--- src/rtl/acumulador_ula_p.sv ---
// Signed accumulator with an integrated ALU, status flags and a valid/ready command port.
// Shifts run serially, one bit per cycle, while the block holds in_ready low.
module acumulador_ula_p #(
    parameter int WIDTH = 8,
    parameter int CW    = $clog2(WIDTH + 1)
) (
    input  logic             clk,
    input  logic             rst_n,
    input  logic             in_valid,
    output logic             in_ready,
    input  logic [3:0]       op,
    input  logic [WIDTH-1:0] b,
    output logic [WIDTH-1:0] acc,
    output logic             flag_z,
    output logic             flag_n,
    output logic             flag_c,
    output logic             flag_v,
    output logic             done,
    output logic             err
);

    localparam logic [0:0] S_IDLE  = 1'b0;
    localparam logic [0:0] S_SHIFT = 1'b1;
    localparam logic [WIDTH-1:0] W_AS_B  = WIDTH'(WIDTH);
    localparam logic [CW-1:0]    CNT_ONE = CW'(1);
    localparam logic [CW-1:0]    CNT_MAX = CW'(WIDTH);

    logic [0:0]       state_r;
    logic [CW-1:0]    cnt_r;
    logic             dir_r;
    logic [WIDTH-1:0] acc_r;
    logic             flag_z_r, flag_n_r, flag_c_r, flag_v_r;
    logic             done_r, err_r;

    logic             cin_s;
    logic [WIDTH:0]   sum_s;
    logic [WIDTH:0]   diff_s;
    logic             add_v_s, sub_v_s;
    logic [CW-1:0]    n_s;
    logic [WIDTH-1:0] res_s;
    logic             c_s, v_s, legal_s, start_shift_s;
    logic [WIDTH-1:0] step_s;
    logic             out_bit_s;

    // ADC/SBB share the adder/subtractor with ADD/SUB; op[3] separates them.
    assign cin_s   = op[3] & flag_c_r;
    assign sum_s   = {1'b0, acc_r} + {1'b0, b} + {{WIDTH{1'b0}}, cin_s};
    assign diff_s  = {1'b0, acc_r} - {1'b0, b} - {{WIDTH{1'b0}}, cin_s};
    assign add_v_s = (acc_r[WIDTH-1] == b[WIDTH-1]) && (sum_s[WIDTH-1] != acc_r[WIDTH-1]);
    assign sub_v_s = (acc_r[WIDTH-1] != b[WIDTH-1]) && (diff_s[WIDTH-1] != acc_r[WIDTH-1]);
    assign n_s     = (b >= W_AS_B) ? CNT_MAX : CW'(b);

    assign step_s    = dir_r ? {acc_r[WIDTH-1], acc_r[WIDTH-1:1]} : {acc_r[WIDTH-2:0], 1'b0};
    assign out_bit_s = dir_r ? acc_r[0] : acc_r[WIDTH-1];

    assign in_ready = (state_r == S_IDLE);
    assign acc      = acc_r;
    assign flag_z   = flag_z_r;
    assign flag_n   = flag_n_r;
    assign flag_c   = flag_c_r;
    assign flag_v   = flag_v_r;
    assign done     = done_r;
    assign err      = err_r;

    // Single-cycle ALU result and flags for the command currently offered.
    always_comb begin
        res_s         = acc_r;
        c_s           = 1'b0;
        v_s           = 1'b0;
        legal_s       = 1'b1;
        start_shift_s = 1'b0;
        case (op)
            4'd0, 4'd10: begin
                res_s = sum_s[WIDTH-1:0];
                c_s   = sum_s[WIDTH];
                v_s   = add_v_s;
            end
            4'd1, 4'd11: begin
                res_s = diff_s[WIDTH-1:0];
                c_s   = diff_s[WIDTH];
                v_s   = sub_v_s;
            end
            4'd2:    res_s = acc_r & b;
            4'd3:    res_s = acc_r | b;
            4'd4:    res_s = acc_r ^ b;
            4'd5:    res_s = ~b;
            4'd6, 4'd7: begin
                if (n_s != {CW{1'b0}}) begin
                    start_shift_s = 1'b1;
                end else begin
                    start_shift_s = 1'b0;
                end
            end
            4'd8:    res_s = b;
            4'd9:    res_s = {WIDTH{1'b0}};
            default: legal_s = 1'b0;
        endcase
    end

    // Command acceptance, serial shifting and flag/done/err registers.
    always_ff @(posedge clk or negedge rst_n) begin
        if (!rst_n) begin
            state_r  <= S_IDLE;
            cnt_r    <= {CW{1'b0}};
            dir_r    <= 1'b0;
            acc_r    <= {WIDTH{1'b0}};
            flag_z_r <= 1'b0;
            flag_n_r <= 1'b0;
            flag_c_r <= 1'b0;
            flag_v_r <= 1'b0;
            done_r   <= 1'b0;
            err_r    <= 1'b0;
        end else begin
            done_r <= 1'b0;
            err_r  <= 1'b0;
            case (state_r)
                S_IDLE: begin
                    if (in_valid) begin
                        if (!legal_s) begin
                            done_r <= 1'b1;
                            err_r  <= 1'b1;
                        end else if (start_shift_s) begin
                            state_r <= S_SHIFT;
                            cnt_r   <= n_s;
                            dir_r   <= (op == 4'd7);
                        end else begin
                            acc_r    <= res_s;
                            flag_z_r <= (res_s == {WIDTH{1'b0}});
                            flag_n_r <= res_s[WIDTH-1];
                            flag_c_r <= c_s;
                            flag_v_r <= v_s;
                            done_r   <= 1'b1;
                        end
                    end
                end
                S_SHIFT: begin
                    acc_r <= step_s;
                    cnt_r <= cnt_r - CNT_ONE;
                    if (cnt_r == CNT_ONE) begin
                        state_r  <= S_IDLE;
                        flag_z_r <= (step_s == {WIDTH{1'b0}});
                        flag_n_r <= step_s[WIDTH-1];
                        flag_c_r <= out_bit_s;
                        flag_v_r <= 1'b0;
                        done_r   <= 1'b1;
                    end
                end
                default: state_r <= S_IDLE;
            endcase
        end
    end

endmodule

--- config.mk ---
export PLATFORM = sky130hd
export DESIGN_NAME = acumulador_ula_p
export DESIGN_NICKNAME = d
export VERILOG_FILES = /design/src/rtl/acumulador_ula_p.sv
export SDC_FILE = /design/constraint.sdc
export NUM_CORES = 1
export LEC_CHECK = 0
export ABC_CLOCK_PERIOD_IN_PS = 3000
export CAP_MARGIN = 15
export CORE_MARGIN = 2
export CORE_UTILIZATION = 53
export CTS_BUF_LIST = sky130_fd_sc_hd__clkbuf_8
export DETAILED_ROUTE_END_ITERATION = 16
export PLACE_DENSITY = 0.88
export SLEW_MARGIN = 30
export SYNTH_ARGS = -nofsm -noshare
export SYNTH_HDL_FRONTEND = slang
export SYNTH_SLANG_ARGS = --single-unit
--- constraint.sdc ---
create_clock -name clk -period 3 [get_ports clk]
set_input_delay 0.45 -clock clk [delete_from_list [all_inputs] [get_ports clk]]
set_output_delay 0.45 -clock clk [all_outputs]
set_load 0.02 [all_outputs]
==> impl_metrics.yaml, run 1 <==
timing:
  fmax_mhz: 336.5
  finalSetupViolCount: 0
  grt_setup_unrepaired: "yes"
  timing.final.crit_share_pct: 99.07
  tightestPinTransition_ns: 0.4877
  hold_viol: 0
  finalSetupTns_ns: 0
  slew_headroom_pct: 67.49
  maxSlewViolCount: 0
  skew_ns: 0.004689
  min_period_ns: 2.972
route:
  wl_per_cell_um: 18.41
  vias: 3152
  vias_per_cell: 6.266
  dr.pass1.iters: 5
  ant_nets: 0
  routed_wirelength_um: 9260
  remaining_drc_errors: 0
  drt_iter0_markers: 328
layout:
  nets: 485
  register_area_sq_um: 501.7
  area_growth_pct: 34.63
  multi_input_area_sq_um: 2112
  mostFrequentLayoutCells: "buf_4, inv_1, ha_1, nand2_1, clkdlybuf4s50_1"
  n_antenna_cell: 0
  nFillCells: 397
  mostFrequentLayoutCell: "buf_4"
  final_util_pct: 73.32
  drive_above_1_share_pct: 24.94
synthesis:
  synth_area_leaders: "dfrtp_1, ha_1, inv_1"
  ys_warn_count: 0
  synthCells: 344
  syn-num-nets: 395
  async_flop_share_pct: 100.0
  synthDominantAreaCellType: "dfrtp_1"
  synth_top_area_share_pct: 18.11
  avgSynthCellArea_sq_um: 8.035
  synth-edff-count: 0
  synth_flop_cell: "dfrtp_1"
  ys_types: 68
  seq_area_frac_synth_pct: 18.11
  syn_area_sq_um: 2764
  ys_ff_latch: 20
power:
  cellPowerDensity_nw_per_um2: 909.1
  leakagePower_nw: 1.700
  worst_ir_drop_vdd_mv: 0.5268
global_routing:
  overflow: 0
  grt_pass1_wl_um: 14700
  grt_max_degree: 21
  grt_usage_pct: 31.38
  grt_pass1_vias: 3059
  grt_antenna_before_repair: 0
placed_design:
  hpwlAfterDp_um: 7086
  port_buffers: 29
  gp_congestion: 0.9854
clock_network:
  cts_sinks: 20
  cts_hold_buf: 0
  insertion_delay_ns: 0.26
  cts_buffers: 3
  clockBufferDepth: 2
  clk_pin_slew_ns: 0.08
  cts_tree: "built"
  cts_root_buf: "clkbuf_8"
  htreeDepth: 1
setup_path:
  startpoint_type: "flip-flop"
  path_class: "flip-flop to flip-flop"
  cp.arrival_ns: 3.12
  crit_fanout: 2
  required_ns: 3.14
  crit_path_end_kind: "flip-flop"
floorplan:
  start_util_pct: 54.46
  die-area_sq_um: 5809
  die_x_um: 76.22
  core.rowCount: 26
  io_pins: 30
  core_area_sq_um: 5075
  die_y_um: 76.22
run_status:
  status: "finished clean"
worst_hold_path:
  hp-class: "primary input to async pin"
run:
  max_cap_violations: 0
worst paths after layout:
check,slack [ns],cells past startpoint,from,end
setup / recovery,0.03,11,flag_c$_DFFE_PN0P_,flag_c$_DFFE_PN0P_
max in group asynchronous,2.54,1,rst_n,flag_c$_DFFE_PN0P_
hold / removal,0.13,1,rst_n,flag_n$_DFFE_PN0P_
setup reg to reg,0.03,11,flag_c$_DFFE_PN0P_,flag_c$_DFFE_PN0P_
min in group clk,0.50,2,flag_n$_DFFE_PN0P_,flag_n$_DFFE_PN0P_
hold reg to reg,0.50,2,flag_n$_DFFE_PN0P_,flag_n$_DFFE_PN0P_
per-stage QoR:
step                setup slack (ns)  instance area (sq um)  power, mW  instances  hold WS, ns
finish                       0.02790                   3721      3.383        503       0.1252
global route                -0.03769                   3721      3.598        503       0.1503
CTS                         0.002780                   3684      3.269        502       0.5082
detailed placement           -0.5858                   3585      2.986        497       0.4917
global placement             -0.5303                   3585      2.892        497       0.4635
floorplan                    -0.1269                   2791      2.003        344       0.1544
Yosys cell counts (all sizes together) (8+ instances only):
cell type / number
a21oi: 18
buf: 11
nand2: 27
ha: 32
o21ai: 24
dfrtp: 20
o22ai: 8
nor2: 26
inv: 32
mux2i: 8
nor3: 9
nor2b: 12
final cells by class:
class / count / area share, %
clock buffers: 4 / 1.479
inverters: 33 / 3.329
multi-input cells: 275 / 56.76
flip-flops and latches: 20 / 13.48
well taps: 70 / 2.354
repair buffers: 101 / 22.60
report_power, final:
group          total, mW  internal, mW  switching, mW
logic               2.66          1.25           1.42
clock network      0.205         0.117         0.0881
registers          0.515         0.385          0.129
total               3.38          1.75           1.63
state kept, by name, indices dropped and copies added (netlist names):
name     count
acc          8
cnt_r        4
dir_r        1
done         1
err          1
flag_c       1
flag_n       1
flag_v       1
flag_z       1
state_r      1
repair_timing:
action,CTS,global route
resized for setup,11,10
setup buffers,1,1
pin swaps,6,6
setup endpoints to repair,7,7
routing by layer:
metal  wire, um  vias to the layer above  global-route usage [%]
met1       3581                     1448                   39.01
met5          0                        -                       0
met2       4355                      210                   52.30
met4        463                        0                   16.55
li1           -                     1436                       -
met3        859                       58                   5.095
logic make-up after synthesis:
kind of cell               Yosys count  synth area share [%]
and+or+nand+nor                    111                 20.91
AOI/OAI and AO/OA                  106                 27.52
buffers and inverters               49                 8.465
adders and majority gates           36                 17.38
DFF                                 20                 18.11
xor gates and xnor gates            14                 4.708
muxes                                8                 2.897
critical path, stage by stage (launching register included):
cell     delay (ns)
dfrtp_2        0.45
nand2_4        0.08
fa_2           0.41
fa_2           0.36
o21a_1         0.22
buf_4          0.14
o221a_2        0.26
a21o_1         0.19
a21oi_2        0.15
xnor2_1        0.14
o22ai_1        0.13
a221o_1        0.32
Note: power is estimated with default switching activity, not from simulation.
==> inputs of run 2 (changes only) <==
ABC_CLOCK_PERIOD_IN_PS = 2600   (was 3000)
SLEW_MARGIN = 20   (was 30)
clock period = 2.6 ns   (was 3 ns; I/O delays follow)
==> run 2 against run 1 <==
The run now ends with setup timing left. Non-clock buffer count grew 24. Hold slack gained 0.33 ns. Setup slack lost 0.62 ns. Sequential power grew 17%. Design area grew 9.9%. Critical path depth shrank 1. Clock skew grew 0.0046 ns. Via count grew 15%. Die area is the same. Global-route usage grew 4.6 points. Utilization grew 7.2 points. Critical endpoint is now flag_z$_DFFE_PN0P_. Largest cell class unchanged.
==> impl_metrics.yaml, run 2 (synthesis gave the netlist of run 1 again) <==
setup_path:
  crit_path_end_kind: "flip-flop"
  rr_startpoint: "flag_c$_DFFE_PN0P_"
  r2r_end: "flag_z$_DFFE_PN0P_"
  path_class: "flip-flop to flip-flop"
  cpMaxStageDelayCell: "or4_4"
  startpoint_type: "flip-flop"
  reg2reg_depth: 10
  cpPeakStageDelay_ns: 0.55
  rrSetupSlack_ns: -0.59
  crit_fanout: 2
  required_ns: 2.77
  worstPathCellList: "nand2_4, fa_2, fa_2, o21a_1, nor3_2, nor3_2, o32ai_2, nand2b_1, or4_4, o41ai_2"
  cp.arrival_ns: 3.36
route:
  dr.pass1.iters: 6
  ant_nets: 0
  wl_per_cell_um: 22.38
  drt_iter0_markers: 657
  vias_per_cell: 6.873
  routed_wirelength_um: 11800
  remaining_drc_errors: 0
  vias: 3622
run_status:
  failed_checks: "setup timing"
  status: "finished, violations left"
layout:
  n_antenna_cell: 0
  finalInstanceArea_sq_um: 4089
  mostFrequentLayoutCells: "buf_4, inv_1, clkdlybuf4s50_1, nand2_1, ha_1"
  drive_above_1_share_pct: 34.14
  nets: 509
  area_growth_pct: 47.94
  final_util_pct: 80.57
  largest_reg_flops: 8
  final_cells: 527
  mostFrequentLayoutCell: "buf_4"
placed_design:
  place_inst: 520
  hpwlAfterDp_um: 7431
  gp_congestion: 1.074
  place_area_sq_um: 3760
  port_buffers: 29
  dp_slack_ns: -0.9028
global_routing:
  grt_usage_pct: 35.99
  grt_max_degree: 21
  grt_pass1_wl_um: 16860
  grt_pass1_vias: 3463
  overflow: 0
  grt_antenna_before_repair: 0
worst_hold_path:
  hp-class: "primary input to async pin"
clock_network:
  cts_tree: "built"
  cts_root_buf: "clkbuf_8"
  cts_buffers: 3
  htreeDepth: 1
  clk_pin_slew_ns: 0.08
  insertion_delay_ns: 0.27
  cts_sinks: 20
  clockBufferDepth: 2
floorplan:
  core_area_sq_um: 5075
  die-area_sq_um: 5809
  die_y_um: 76.22
  start_util_pct: 54.46
  die_x_um: 76.22
  io_pins: 30
  core.rowCount: 26
power:
  cellPowerDensity_nw_per_um2: 1153
  worst_ir_drop_vdd_mv: 0.6271
  leakagePower_nw: 1.863
  fin_total_pwr_mw: 4.716
timing:
  slew_headroom_pct: 62.35
  fmax_mhz: 313.2
  skew_ns: 0.009267
  timing.final.crit_share_pct: 122.8
  grt_setup_unrepaired: "yes"
  min_period_ns: 3.192
  setup_ws_ns: -0.5924
  hold_viol: 0
  finalSetupViolCount: 9
  tightestPinTransition_ns: 0.5648
  maxSlewViolCount: 0
run:
  max_cap_violations: 0
run 2: changes by cell type in the layout (fill, tap and decap cells not counted), sizes merged:
cell	before	now
buf	73	96
clkbuf	4	3
dlygate4sd2	1	2
clkdlybuf4s50	26	27
clkdlybuf4s15	1	0
bufinv	0	1
run 2: worst max-delay path by stage:
stage	start	depth (start not counted)	endpoint	slack [ns]
finish	flag_c$_DFFE_PN0P_	10	flag_z$_DFFE_PN0P_	-0.59
global route	flag_c$_DFFE_PN0P_	10	flag_z$_DFFE_PN0P_	-0.68
floorplan	op[3]	14	flag_z$_DFFE_PN0P_	-0.47
detailed placement	b[0]	11	flag_z$_DFFE_PN0P_	-0.90
CTS	flag_c$_DFFE_PN0P_	10	flag_z$_DFFE_PN0P_	-0.39
global placement	op[3]	13	flag_z$_DFFE_PN0P_	-0.81
run 2: cell type report:
cell class | count | area, sq um
repair buffers | 125 | 1040
multi-input cells | 275 | 2263
clock buffers | 3 | 41.29
flip-flops and latches | 20 | 503.0
fillers | 304 | 985.9
clock inverters | 1 | 30.03
inverters | 33 | 123.9
well taps | 70 | 87.58
run 2: report_power, final:
part	switching (mW)	internal [mW]	leakage [nW]	total, mW
Sequential	0.157	0.446	0.249	0.603
Clock	0.110	0.206	0.0357	0.316
Combinational	2.03	1.76	1.58	3.80
run 2: timing repair:
item	in CTS	in global routing
buffers inserted	2	1
hold buffers	0	0
pin swaps	19	13
gates resized for setup	24	36
endpoints found under the setup margin	11	11
run 2: worst max-delay path: cells and delay by family, from the launching register on:
| kind | cells | cell delay, ns |
|---|---|---|
| flops | 1 | 0.45 |
| fa+ha+maj | 2 | 0.76 |
| simple gates | 5 | 1.09 |
| compound gates | 3 | 0.81 |
run 2: metal layers:
layer	global-route usage [%]	share of wire (%)	wire length (um)	vias up
met5	0	0	0	-
met4	20.55	9.1	1073	0
met3	7.227	13	1503	137
met2	59.47	44	5159	381
met1	43.65	34	4059	1628
li1	-	-	-	1476
run 2: through the flow:
| step | TNS (ns) | hold WS, ns |
|---|---|---|
| CTS | -1.872 | 0.4684 |
| floorplan | -1.268 | 0.09441 |
| global placement | -6.046 | 0.4627 |
| global route | -3.269 | 0.4831 |
| detailed placement | -7.110 | 0.4690 |
| finish | -2.390 | 0.4541 |
==> inputs of run 3 (changes only) <==
ABC_CLOCK_PERIOD_IN_PS = 3000   (was 2600)
PLACE_DENSITY = 0.85   (was 0.88)
REMOVE_ABC_BUFFERS = 1   (was unset)
clock period = 3 ns   (was 2.6 ns; I/O delays follow)
==> run 3 against run 2 <==
The run still ends with setup timing left. Count of clock-buffer cells in the layout is the same. Sequential power shrank 13%. First-iteration DRC count shrank 35%. Clock skew shrank 0.0070 ns. Power shrank 28%. Routed wire length shrank 19%. Clock power shrank 45%. Setup slack gained 0.48 ns. Fmax grew 2.5%. Design area shrank 9.3%. Largest cell class unchanged. Largest power group unchanged. Highest routed layer unchanged.
==> impl_metrics.yaml, run 3 (synthesis gave the netlist of run 1 again) <==
run_status:
  status: "finished, violations left"
  failed_checks: "setup timing"
power:
  leakagePower_nw: 1.646
  cellPowerDensity_nw_per_um2: 913.2
  worst_ir_drop_vdd_mv: 0.5208
  fin_total_pwr_mw: 3.388
global_routing:
  overflow: 0
  busiest_layer: "met2"
  use_met1_pct: 41.03
  grtUsageMet3_pct: 4.739
  grt_antenna_before_repair: 0
  grtUsageMet2_pct: 51.95
  grt_pass1_vias: 3086
  grt_pass1_wl_um: 14940
  grt_max_degree: 27
  grt_usage_pct: 31.57
setup_path:
  cpMaxStageDelayCell: "fa_1"
  startpoint_type: "flip-flop"
  crit_path_end_kind: "flip-flop"
  crit_top_cell: "inv_2"
  required_ns: 3.15
  worstPathCellList: "nand2_2, inv_2, fa_1, inv_2, ha_4, o21a_1, nor3_2, xor2_1, nor2_1, o32a_1, or4_4, o41ai_4"
  reg2reg_depth: 12
  cp.arrival_ns: 3.27
  rrSetupSlack_ns: -0.12
  path_class: "flip-flop to flip-flop"
  cpPeakStageDelay_ns: 0.54
  crit_fanout: 2
route:
  vias: 3246
  wl_per_cell_um: 19.50
  routed_wirelength_um: 9595
  vias_per_cell: 6.598
  ant_nets: 0
  dr.pass1.iters: 8
  remaining_drc_errors: 0
  drt_iter0_markers: 430
timing:
  skew_ns: 0.002254
  hold_viol: 0
  finalSetupViolCount: 1
  fmax_mhz: 320.9
  setup_ws_ns: -0.1161
  hold_ws_ns: 0.4776
  tightestPinTransition_ns: 0.8747
  timing.final.crit_share_pct: 103.9
  maxSlewViolCount: 0
  slew_headroom_pct: 41.50
  grt_setup_unrepaired: "yes"
  min_period_ns: 3.116
layout:
  nFillCells: 377
  n_antenna_cell: 0
  area_growth_pct: 34.22
  largest_reg_flops: 8
  mostFrequentLayoutCell: "buf_4"
  final_util_pct: 73.10
  register_area_sq_um: 500.5
  multi_input_area_sq_um: 2193
  drive_above_1_share_pct: 24.88
  final_cells: 492
  mostFrequentLayoutCells: "buf_4, inv_1, clkdlybuf4s50_1, nand2_1, nor2_1"
  nets: 475
placed_design:
  gp_congestion: 1.029
  hpwlAfterDp_um: 6958
  place_inst: 489
  port_buffers: 29
run:
  max_cap_violations: 0
clock_network:
  cts_root_buf: "clkbuf_8"
  cts_buffers: 3
  cts_sinks: 20
  clockBufferDepth: 2
  cts_tree: "built"
  htreeDepth: 1
  postCtsSetupRepairBufs: 0
  clk_pin_slew_ns: 0.07
  insertion_delay_ns: 0.26
floorplan:
  io_pins: 30
  die_y_um: 76.22
  die_x_um: 76.22
  start_util_pct: 54.46
  die-area_sq_um: 5809
  core_area_sq_um: 5075
  core.rowCount: 26
worst_hold_path:
  worstHoldPathCells: 2
  hp-class: "flip-flop to flip-flop"
## run 3: layer usage
layer / routed length, um / share of wire (%)
met2: 4504 / 47
met5: 0 / 0
met1: 3617 / 38
met4: 476 / 5.0
met3: 996 / 10
## run 3: repair_timing
item,4_1_cts,5_1_grt
gates resized for setup,12,26
hold endpoints to repair,0,0
pin swaps,5,10
setup endpoints to repair,7,7
hold buffers,0,0
## run 3: final cells by class
cell class | instances | area share, %
timing repair buffer | 91 | 20.57
sequential | 20 | 13.49
clock buffer | 3 | 1.113
multi-input combinational | 275 | 59.12
inverter | 33 | 3.339
tap | 70 | 2.361
## run 3: worst paths after layout
kind	from	to
worst max-delay path	flag_c$_DFFE_PN0P_	flag_z$_DFFE_PN0P_
worst min-delay path	flag_n$_DFFE_PN0P_	flag_n$_DFFE_PN0P_
worst max register to register	flag_c$_DFFE_PN0P_	flag_z$_DFFE_PN0P_
worst min register to register	flag_n$_DFFE_PN0P_	flag_n$_DFFE_PN0P_
max in group asynchronous	rst_n	cnt_r[1]$_DFFE_PN0P_
min in group asynchronous	rst_n	flag_n$_DFFE_PN0P_
## run 3: report_power, final
group          switching (mW)  total [mW]  internal (mW)
clock network          0.0834       0.173         0.0894
logic                    1.44        2.69           1.25
registers               0.141       0.525          0.384
## run 3: critical path, delay by kind of cell, from the launching register on
family	cells	cell delay, ns
and+or+nand+nor	4	0.82
AOI/OAI and AO/OA	3	0.77
xor gates and xnor gates	1	0.18
DFF	1	0.44
adders and majority gates	2	0.69
buffers and inverters	2	0.11
## run 3: through the flow
| stage | setup TNS, ns | area (sq um) | setup slack, ns |
|---|---|---|---|
| floorplan | -0.08859 | 2654 | -0.08859 |
| global placement | -3.491 | 3510 | -0.6596 |
| detailed placement | -4.392 | 3510 | -0.8234 |
| CTS | -0.1244 | 3586 | -0.1244 |
| global route | -0.2435 | 3710 | -0.1483 |
| finish | -0.1161 | 3710 | -0.1161 |
